$ cat src/rtl/bsm_pixel_serializer_pkg.sv
// Shared types and sizes for the background pixel serializer.
// BSM entry layout: [18:16] colour, [15:0] 8-pixel pattern line (MSB pair = leftmost).
package bsm_pixel_serializer_pkg;

    localparam int unsigned TILES           = 32;
    localparam int unsigned VISIBLE_W       = TILES * 8;
    localparam int unsigned COL_W           = $clog2(TILES);
    localparam int unsigned X_W             = $clog2(VISIBLE_W);
    localparam int unsigned BSM_ENTRY_WIDTH = 19;
    localparam int unsigned LINE_W          = 16;
    localparam int unsigned COLOR_W         = 3;
    localparam int unsigned PIX_W           = 2;

    typedef enum logic [1:0] {
        ST_IDLE     = 2'd0,
        ST_PREFETCH = 2'd1,
        ST_READY    = 2'd2,
        ST_DRAW     = 2'd3
    } state_e;

    typedef struct packed {
        logic [COLOR_W-1:0] color;
        logic [LINE_W-1:0]  line;
    } bsm_entry_t;

    function automatic logic [COLOR_W-1:0] bsm_color(input bsm_entry_t e);
        return e.color;
    endfunction

    function automatic logic [LINE_W-1:0] bsm_line(input bsm_entry_t e);
        return e.line;
    endfunction

endpackage

$ cat src/rtl/bsm_pixel_serializer_if.sv
// BSM read port plus the background pixel stream toward the compositor.
// master = serializer side, slave = BSM storage / compositor side.
interface bsm_pixel_serializer_if;
    import bsm_pixel_serializer_pkg::*;

    logic [COL_W-1:0]   bsm_col;
    bsm_entry_t         bsm_entry;
    logic               pix_valid;
    logic [X_W-1:0]     pix_x;
    logic [PIX_W-1:0]   pix_index;
    logic [COLOR_W-1:0] pix_color;
    logic               pix_opaque;
    logic               underrun;

    modport master (
        output bsm_col,
        input  bsm_entry,
        output pix_valid,
        output pix_x,
        output pix_index,
        output pix_color,
        output pix_opaque,
        output underrun
    );

    modport slave (
        input  bsm_col,
        output bsm_entry,
        input  pix_valid,
        input  pix_x,
        input  pix_index,
        input  pix_color,
        input  pix_opaque,
        input  underrun
    );

endinterface

$ cat src/rtl/bsm_pixel_serializer_tile_shifter.sv
// 16-bit pattern shifter and colour register for the tile currently being drawn.
// Load has priority over shift; the current pixel is always the top pair.
module bsm_pixel_serializer_tile_shifter
    import bsm_pixel_serializer_pkg::*;
(
    input  logic               clk,
    input  logic               rst,
    input  logic               load_i,
    input  logic               shift_i,
    input  bsm_entry_t         entry_i,
    output logic [PIX_W-1:0]   pix_o,
    output logic [COLOR_W-1:0] color_o
);

    logic [LINE_W-1:0]  line_q,  line_d;
    logic [COLOR_W-1:0] color_q, color_d;

    always_comb begin
        line_d  = line_q;
        color_d = color_q;
        if (load_i) begin
            line_d  = bsm_line(entry_i);
            color_d = bsm_color(entry_i);
        end else if (shift_i) begin
            line_d = {line_q[LINE_W-PIX_W-1:0], PIX_W'(0)};
        end
    end

    always_ff @(posedge clk or negedge rst) begin
        if (!rst) begin
            line_q  <= '0;
            color_q <= '0;
        end else begin
            line_q  <= line_d;
            color_q <= color_d;
        end
    end

    assign pix_o   = line_q[LINE_W-1 -: PIX_W];
    assign color_o = color_q;

endmodule

$ cat src/rtl/bsm_pixel_serializer.sv
// Background pixel serializer: walks the 32 BSM entries of a scanline in step
// with the GPU x counter and emits one registered 2-bit pixel per clock.
module bsm_pixel_serializer
    import bsm_pixel_serializer_pkg::*;
(
    input  logic           clk,
    input  logic           rst,
    input  logic [X_W-1:0] xp_i,
    input  logic           hvisible_i,
    input  logic           vvisible_i,
    bsm_pixel_serializer_if.master bus
);

    state_e             state_q, state_d;
    logic               hv_q;
    logic               underrun_q, underrun_d;
    logic               pix_valid_q, pix_valid_d;
    logic [X_W-1:0]     pix_x_q, pix_x_d;
    logic [PIX_W-1:0]   pix_index_q, pix_index_d;
    logic [COLOR_W-1:0] pix_color_q, pix_color_d;
    logic               pix_opaque_q, pix_opaque_d;

    logic               hv_rise_c;
    logic               tile_last_c;
    logic               draw_c;
    logic               load_c;
    logic               shift_c;
    logic [COL_W-1:0]   col_next_c;
    logic [COL_W-1:0]   bsm_col_c;
    logic [PIX_W-1:0]   sh_pix;
    logic [COLOR_W-1:0] sh_color;

    assign hv_rise_c   = hvisible_i && !hv_q;
    assign tile_last_c = (xp_i[2:0] == 3'd7);
    assign col_next_c  = xp_i[X_W-1:3] + COL_W'(1);

    // Line sequencing: prefetch tile 0 during blank, then draw/reload tiles.
    always_comb begin
        state_d    = state_q;
        underrun_d = underrun_q;
        draw_c     = 1'b0;
        load_c     = 1'b0;
        shift_c    = 1'b0;
        bsm_col_c  = '0;

        unique case (state_q)
            ST_IDLE: begin
                if (hv_rise_c) begin
                    underrun_d = 1'b1;
                end else if (!hvisible_i) begin
                    state_d = ST_PREFETCH;
                end
            end
            ST_PREFETCH: begin
                bsm_col_c = '0;
                load_c    = 1'b1;
                if (hvisible_i) begin
                    underrun_d = 1'b1;
                    state_d    = ST_IDLE;
                end else begin
                    state_d = ST_READY;
                end
            end
            ST_READY: begin
                if (hvisible_i) begin
                    state_d = ST_DRAW;
                    draw_c  = 1'b1;
                end
            end
            ST_DRAW: begin
                if (!hvisible_i) begin
                    state_d = ST_IDLE;
                end else begin
                    draw_c = 1'b1;
                end
            end
            default: state_d = ST_IDLE;
        endcase

        if (draw_c) begin
            bsm_col_c = col_next_c;
            if (tile_last_c) begin
                load_c = 1'b1;
            end else begin
                shift_c = 1'b1;
            end
        end

        // Vertical blank overrides everything and never counts as an underrun.
        if (!vvisible_i) begin
            state_d    = ST_IDLE;
            underrun_d = underrun_q;
            draw_c     = 1'b0;
            load_c     = 1'b0;
            shift_c    = 1'b0;
            bsm_col_c  = '0;
        end
    end

    always_comb begin
        pix_valid_d  = draw_c;
        pix_x_d      = pix_x_q;
        pix_index_d  = pix_index_q;
        pix_color_d  = pix_color_q;
        pix_opaque_d = pix_opaque_q;
        if (draw_c) begin
            pix_x_d      = xp_i;
            pix_index_d  = sh_pix;
            pix_color_d  = sh_color;
            pix_opaque_d = |sh_pix;
        end
    end

    // hv_q resets high so a reset released mid-line is not seen as a line start.
    always_ff @(posedge clk or negedge rst) begin
        if (!rst) begin
            state_q      <= ST_IDLE;
            hv_q         <= 1'b1;
            underrun_q   <= 1'b0;
            pix_valid_q  <= 1'b0;
            pix_x_q      <= '0;
            pix_index_q  <= '0;
            pix_color_q  <= '0;
            pix_opaque_q <= 1'b0;
        end else begin
            state_q      <= state_d;
            hv_q         <= hvisible_i;
            underrun_q   <= underrun_d;
            pix_valid_q  <= pix_valid_d;
            pix_x_q      <= pix_x_d;
            pix_index_q  <= pix_index_d;
            pix_color_q  <= pix_color_d;
            pix_opaque_q <= pix_opaque_d;
        end
    end

    bsm_pixel_serializer_tile_shifter u_shifter (
        .clk     (clk),
        .rst     (rst),
        .load_i  (load_c),
        .shift_i (shift_c),
        .entry_i (bus.bsm_entry),
        .pix_o   (sh_pix),
        .color_o (sh_color)
    );

    assign bus.bsm_col    = bsm_col_c;
    assign bus.pix_valid  = pix_valid_q;
    assign bus.pix_x      = pix_x_q;
    assign bus.pix_index  = pix_index_q;
    assign bus.pix_color  = pix_color_q;
    assign bus.pix_opaque = pix_opaque_q;
    assign bus.underrun   = underrun_q;

endmodule

$ cat src/flat_wrapper.sv
// flat-port wrapper written by rule: the top's interface ports become plain ports
module bsm_pixel_serializer_flat import bsm_pixel_serializer_pkg::*;
  (clk, rst, xp_i, hvisible_i, vvisible_i, bus_bsm_col, bus_bsm_entry, bus_pix_valid, bus_pix_x, bus_pix_index, bus_pix_color, bus_pix_opaque, bus_underrun);
  bsm_pixel_serializer_if bus_i ();
  input  logic clk;
  input  logic rst;
  input  logic [X_W-1:0] xp_i;
  input  logic hvisible_i;
  input  logic vvisible_i;
  output wire logic [$bits(bus_i.bsm_col)-1:0] bus_bsm_col;
  input wire logic [$bits(bus_i.bsm_entry)-1:0] bus_bsm_entry;
  output wire logic [$bits(bus_i.pix_valid)-1:0] bus_pix_valid;
  output wire logic [$bits(bus_i.pix_x)-1:0] bus_pix_x;
  output wire logic [$bits(bus_i.pix_index)-1:0] bus_pix_index;
  output wire logic [$bits(bus_i.pix_color)-1:0] bus_pix_color;
  output wire logic [$bits(bus_i.pix_opaque)-1:0] bus_pix_opaque;
  output wire logic [$bits(bus_i.underrun)-1:0] bus_underrun;
  assign bus_bsm_col = bus_i.bsm_col;
  assign bus_i.bsm_entry = bus_bsm_entry;
  assign bus_pix_valid = bus_i.pix_valid;
  assign bus_pix_x = bus_i.pix_x;
  assign bus_pix_index = bus_i.pix_index;
  assign bus_pix_color = bus_i.pix_color;
  assign bus_pix_opaque = bus_i.pix_opaque;
  assign bus_underrun = bus_i.underrun;
  bsm_pixel_serializer u_core (.clk(clk), .rst(rst), .xp_i(xp_i), .hvisible_i(hvisible_i), .vvisible_i(vvisible_i), .bus(bus_i));
endmodule
$ cat config.mk
export PLATFORM = sky130hd
export DESIGN_NAME = bsm_pixel_serializer_flat
export DESIGN_NICKNAME = d
export VERILOG_FILES = /design/src/rtl/bsm_pixel_serializer_pkg.sv /design/src/rtl/bsm_pixel_serializer_if.sv /design/src/rtl/bsm_pixel_serializer_tile_shifter.sv /design/src/rtl/bsm_pixel_serializer.sv /design/src/flat_wrapper.sv
export SDC_FILE = /design/constraint.sdc
export NUM_CORES = 1
export LEC_CHECK = 0
export CAP_MARGIN = 10
export CORE_MARGIN = 2
export CORE_UTILIZATION = 41
export CTS_CLUSTER_SIZE = 24
export DETAILED_ROUTE_END_ITERATION = 7
export PLACE_DENSITY = 0.76
export SYNTH_ARGS = -nofsm -noshare
export SYNTH_HDL_FRONTEND = slang
export SYNTH_SLANG_ARGS = --single-unit
export TNS_END_PERCENT = 1
$ cat constraint.sdc
create_clock -name clk -period 1.4 [get_ports clk]
set_input_delay 0.28 -clock clk [delete_from_list [all_inputs] [get_ports clk]]
set_output_delay 0.28 -clock clk [all_outputs]
set_load 0.005 [all_outputs]
==> metrics <==
status complete, but fails checks; failing checks setup timing; DRT antenna net count 0; Buffers on Ports 51; Total Wirelength 3940 µm; Final Cycle Share 109%; clock insertion delay at the later pin of the skew report 0.29 ns; CP Launch Type primary input; Worst Hold Class primary input to flop; # nets final 232; Final Hold Vio Count 0; CTS tree built; synthesized instance count 127; met1 WL 1650 µm; peak per-stage delay on the critical path 0.50 ns; Worst Tran Pin Value about 0.37 ns; Iter 0 DRT Violations 55; critical path arrival between 1.5 and 2 ns; Ant. Diodes 0; RePlAce Congestion 0.739; I/O Pins 52; vias in the first global route 1377; CTS Buffer Depth 2; mean number of vias per cell 5.25; # setup viols final 21; CP endpoint kind flop; GRT overflow 0; Post-Syn Nets around 160; pwr/cell area 1430 nW/µm²; post-detail-place hpwl 2800 µm; worst IR drop on VDD around 0.7 mV; total track usage 18.8%; Tmin final 1.52 ns; via count of the routed design 1318; # DRC 0; synthesis-to-finish area growth 52.9%; root buf cell clkbuf_8; max-slew violations 0; Die X 67.8 µm; CP Data Required Time 1.63 ns; Avg Cell Area, Syn around 13 µm²; CTS clk-pin slew, worst paths 0.07 ns; fmax approximately 660 MHz; Die Y 67.8 µm; #FFs+latches synth 38; DR WL/cell 15.7 µm; Post-Syn Area between 1500 and 2000 µm²; Cell Chain, Critical Path clkdlybuf4s50_1 -> nand3_2 -> a211oi_4 -> buf_6 -> a221o_1; slew margin rel. between 70% and 80%; Pre-antenna DRT Iters 6; critical path class primary input to flop; Yosys cell types 28; crit path max-delay cell type clkdlybuf4s50_1; setup TNS -2.11 ns; WL met3 299 µm; core area 3940 µm²; CP max FO 15; cts bufs inserted 5; share of cells above drive strength 1 approximately a third; Yosys Warn Count 0; Seq/Total Area, Yosys between 50 and 60%; Initial Utilization 42.3%; initial antenna violation count 0; RSZ-0062 raised after global routing true; Setup WS post-layout -0.123 ns; CTS Sinks 38; Hold WS 0.367 ns; maxcap violations 0; highest metal used met4; H-tree Lvls 2; clock skew 0.00591 ns; first-pass GRT wire length 6290 µm; Rows 23; Leak between 0.001 and 0.0015 µW; die area 4590 µm²; largest net degree at the start of global routing 24; WL met2 1950 µm
registers in the layout (all words and copies together) (netlist names):
signal	count
u_core.bus.pix_index	2
u_core.bus.pix_valid	1
u_core.hv_q	1
u_core.bus.pix_color	3
u_core.u_shifter.line_q	16
u_core.bus.pix_x	8
u_core.bus.pix_opaque	1
u_core.state_q	2
u_core.bus.underrun	1
u_core.u_shifter.color_o	3
placed cells by master, fill, tap and decap left out, types with 2 or more instances in the layout:
cell type / netlist / routed
a21boi_0: 13 / 13
buf_2: 4 / 5
clkbuf_8: 0 / 5
nand3_1: 6 / 3
nand3_2: 0 / 3
clkdlybuf4s50_1: 0 / 23
dfrtp_1: 37 / 37
a221o_1: 13 / 13
bufinv_16: 0 / 2
dlygate4sd2_1: 0 / 19
mux2_4: 0 / 3
nor2_1: 8 / 6
xor2_1: 2 / 2
mux2_2: 17 / 14
buf_4: 0 / 17
nand2_1: 2 / 2
a22o_1: 2 / 2
buf_6: 2 / 5
and2_4: 1 / 2
layer usage:
layer,vias to the layer above,global-route usage [%]
li1,613,-
met1,649,22.1
met2,51,33.2
met3,5,5.83
met4,0,5.10
met5,-,0
worst max-delay path, delay by kind of cell:
family,cells,cell delay [ns]
buffers and inverters,2,0.73
AOI/OAI and AO/OA,2,0.56
and+or+nand+nor,1,0.17
final timing paths:
check	startpoint	endpoint	slack, ns	cells after the start
worst max register to register	u_core.state_q[1]	u_core.u_shifter.line_q[9]	-0.12	5
max in group asynchronous	rst	u_core.hv_q	0.45	3
worst min register to register	u_core.bus.underrun	u_core.bus.underrun	0.50	1
worst min-delay path	xp_i[3]	u_core.bus.pix_x[3]	0.37	3
min in group asynchronous	rst	u_core.u_shifter.color_o[2]	0.43	2
worst max-delay path	xp_i[1]	u_core.u_shifter.line_q[9]	-0.12	5
through the flow:
step | setup slack (ns) | cell area (µm²) | cells | util [%] | total power [µW]
CTS | -0.158 | 2530 | 251 | 64.2 | 3690
floorplan | -0.0932 | 1670 | 127 | - | 2060
global route | -0.195 | 2550 | 251 | 64.6 | 3870
global placement | -0.639 | 2330 | 238 | 59.2 | 2590
detailed placement | -0.722 | 2330 | 238 | 59.2 | 2660
finish | -0.123 | 2550 | 251 | 64.6 | 3660
power by group:
part	internal, µW	total (µW)	leakage, µW	switching (µW)
registers	1440	1620	0.000471	186
clock network	714	1100	0.0000683	386
logic	595	932	0.000662	337
layout make-up:
| cell class | instances | area (µm²) |
|---|---|---|
| fillers | 295 | 1390 |
| clock inverters | 3 | 68.8 |
| repair buffers | 74 | 663 |
| multi-input cells | 79 | 726 |
| clock buffers | 5 | 68.8 |
| flip-flops and latches | 38 | 952 |
| well taps | 50 | 62.6 |
| inverters | 2 | 7.51 |
synthesized netlist by cell type:
cell | n | area share (%)
ha_1 | 1 | 0.75
nor2_1 | 8 | 1.8
xor2_1 | 2 | 1.1
a41oi_1 | 1 | 0.53
inv_1 | 2 | 0.45
buf_6 | 2 | 1.4
dfstp_2 | 1 | 1.6
a211oi_4 | 1 | 1.2
nor2b_1 | 2 | 0.75
and2_4 | 1 | 0.53
a21oi_1 | 1 | 0.30
a22o_1 | 2 | 1.1
mux2_2 | 17 | 11
nand3_1 | 6 | 1.8
dfrtp_1 | 37 | 56
o21bai_1 | 1 | 0.45
clkbuf_1 | 2 | 0.45
nand2b_1 | 1 | 0.38
nor3_1 | 1 | 0.30
o21ai_0 | 1 | 0.30
a21boi_0 | 13 | 5.9
mux2i_1 | 1 | 0.60
and2_1 | 1 | 0.38
buf_2 | 4 | 1.2
a221o_1 | 13 | 7.8
nand2_1 | 2 | 0.45
xnor2_1 | 2 | 1.1
a21bo_2 | 1 | 0.60
logic make-up (layout without fill, tap and decap cells):
logic type / after synthesis / in the layout / synth area share [%]
flip-flops: 38 / 38 / 57.1
AO/OA/AOI/OAI: 34 / 34 / 18.1
AND/OR/NAND/NOR: 22 / 22 / 6.38
multiplexers: 18 / 18 / 12.1
buffers and inverters: 10 / 84 / 3.45
XOR/XNOR: 4 / 4 / 2.10
adder cells (fa/ha/maj): 1 / 1 / 0.751
repair_timing:
action                                  CTS  global route
pin swaps                                 8            11
endpoints found under the setup margin   38            25
hold buffers                              1             0
gates resized for setup                  56            11
buffers inserted                          5             0
hold endpoints to repair                 15             0
No activity file was read; power rests on OpenSTA's default activity.
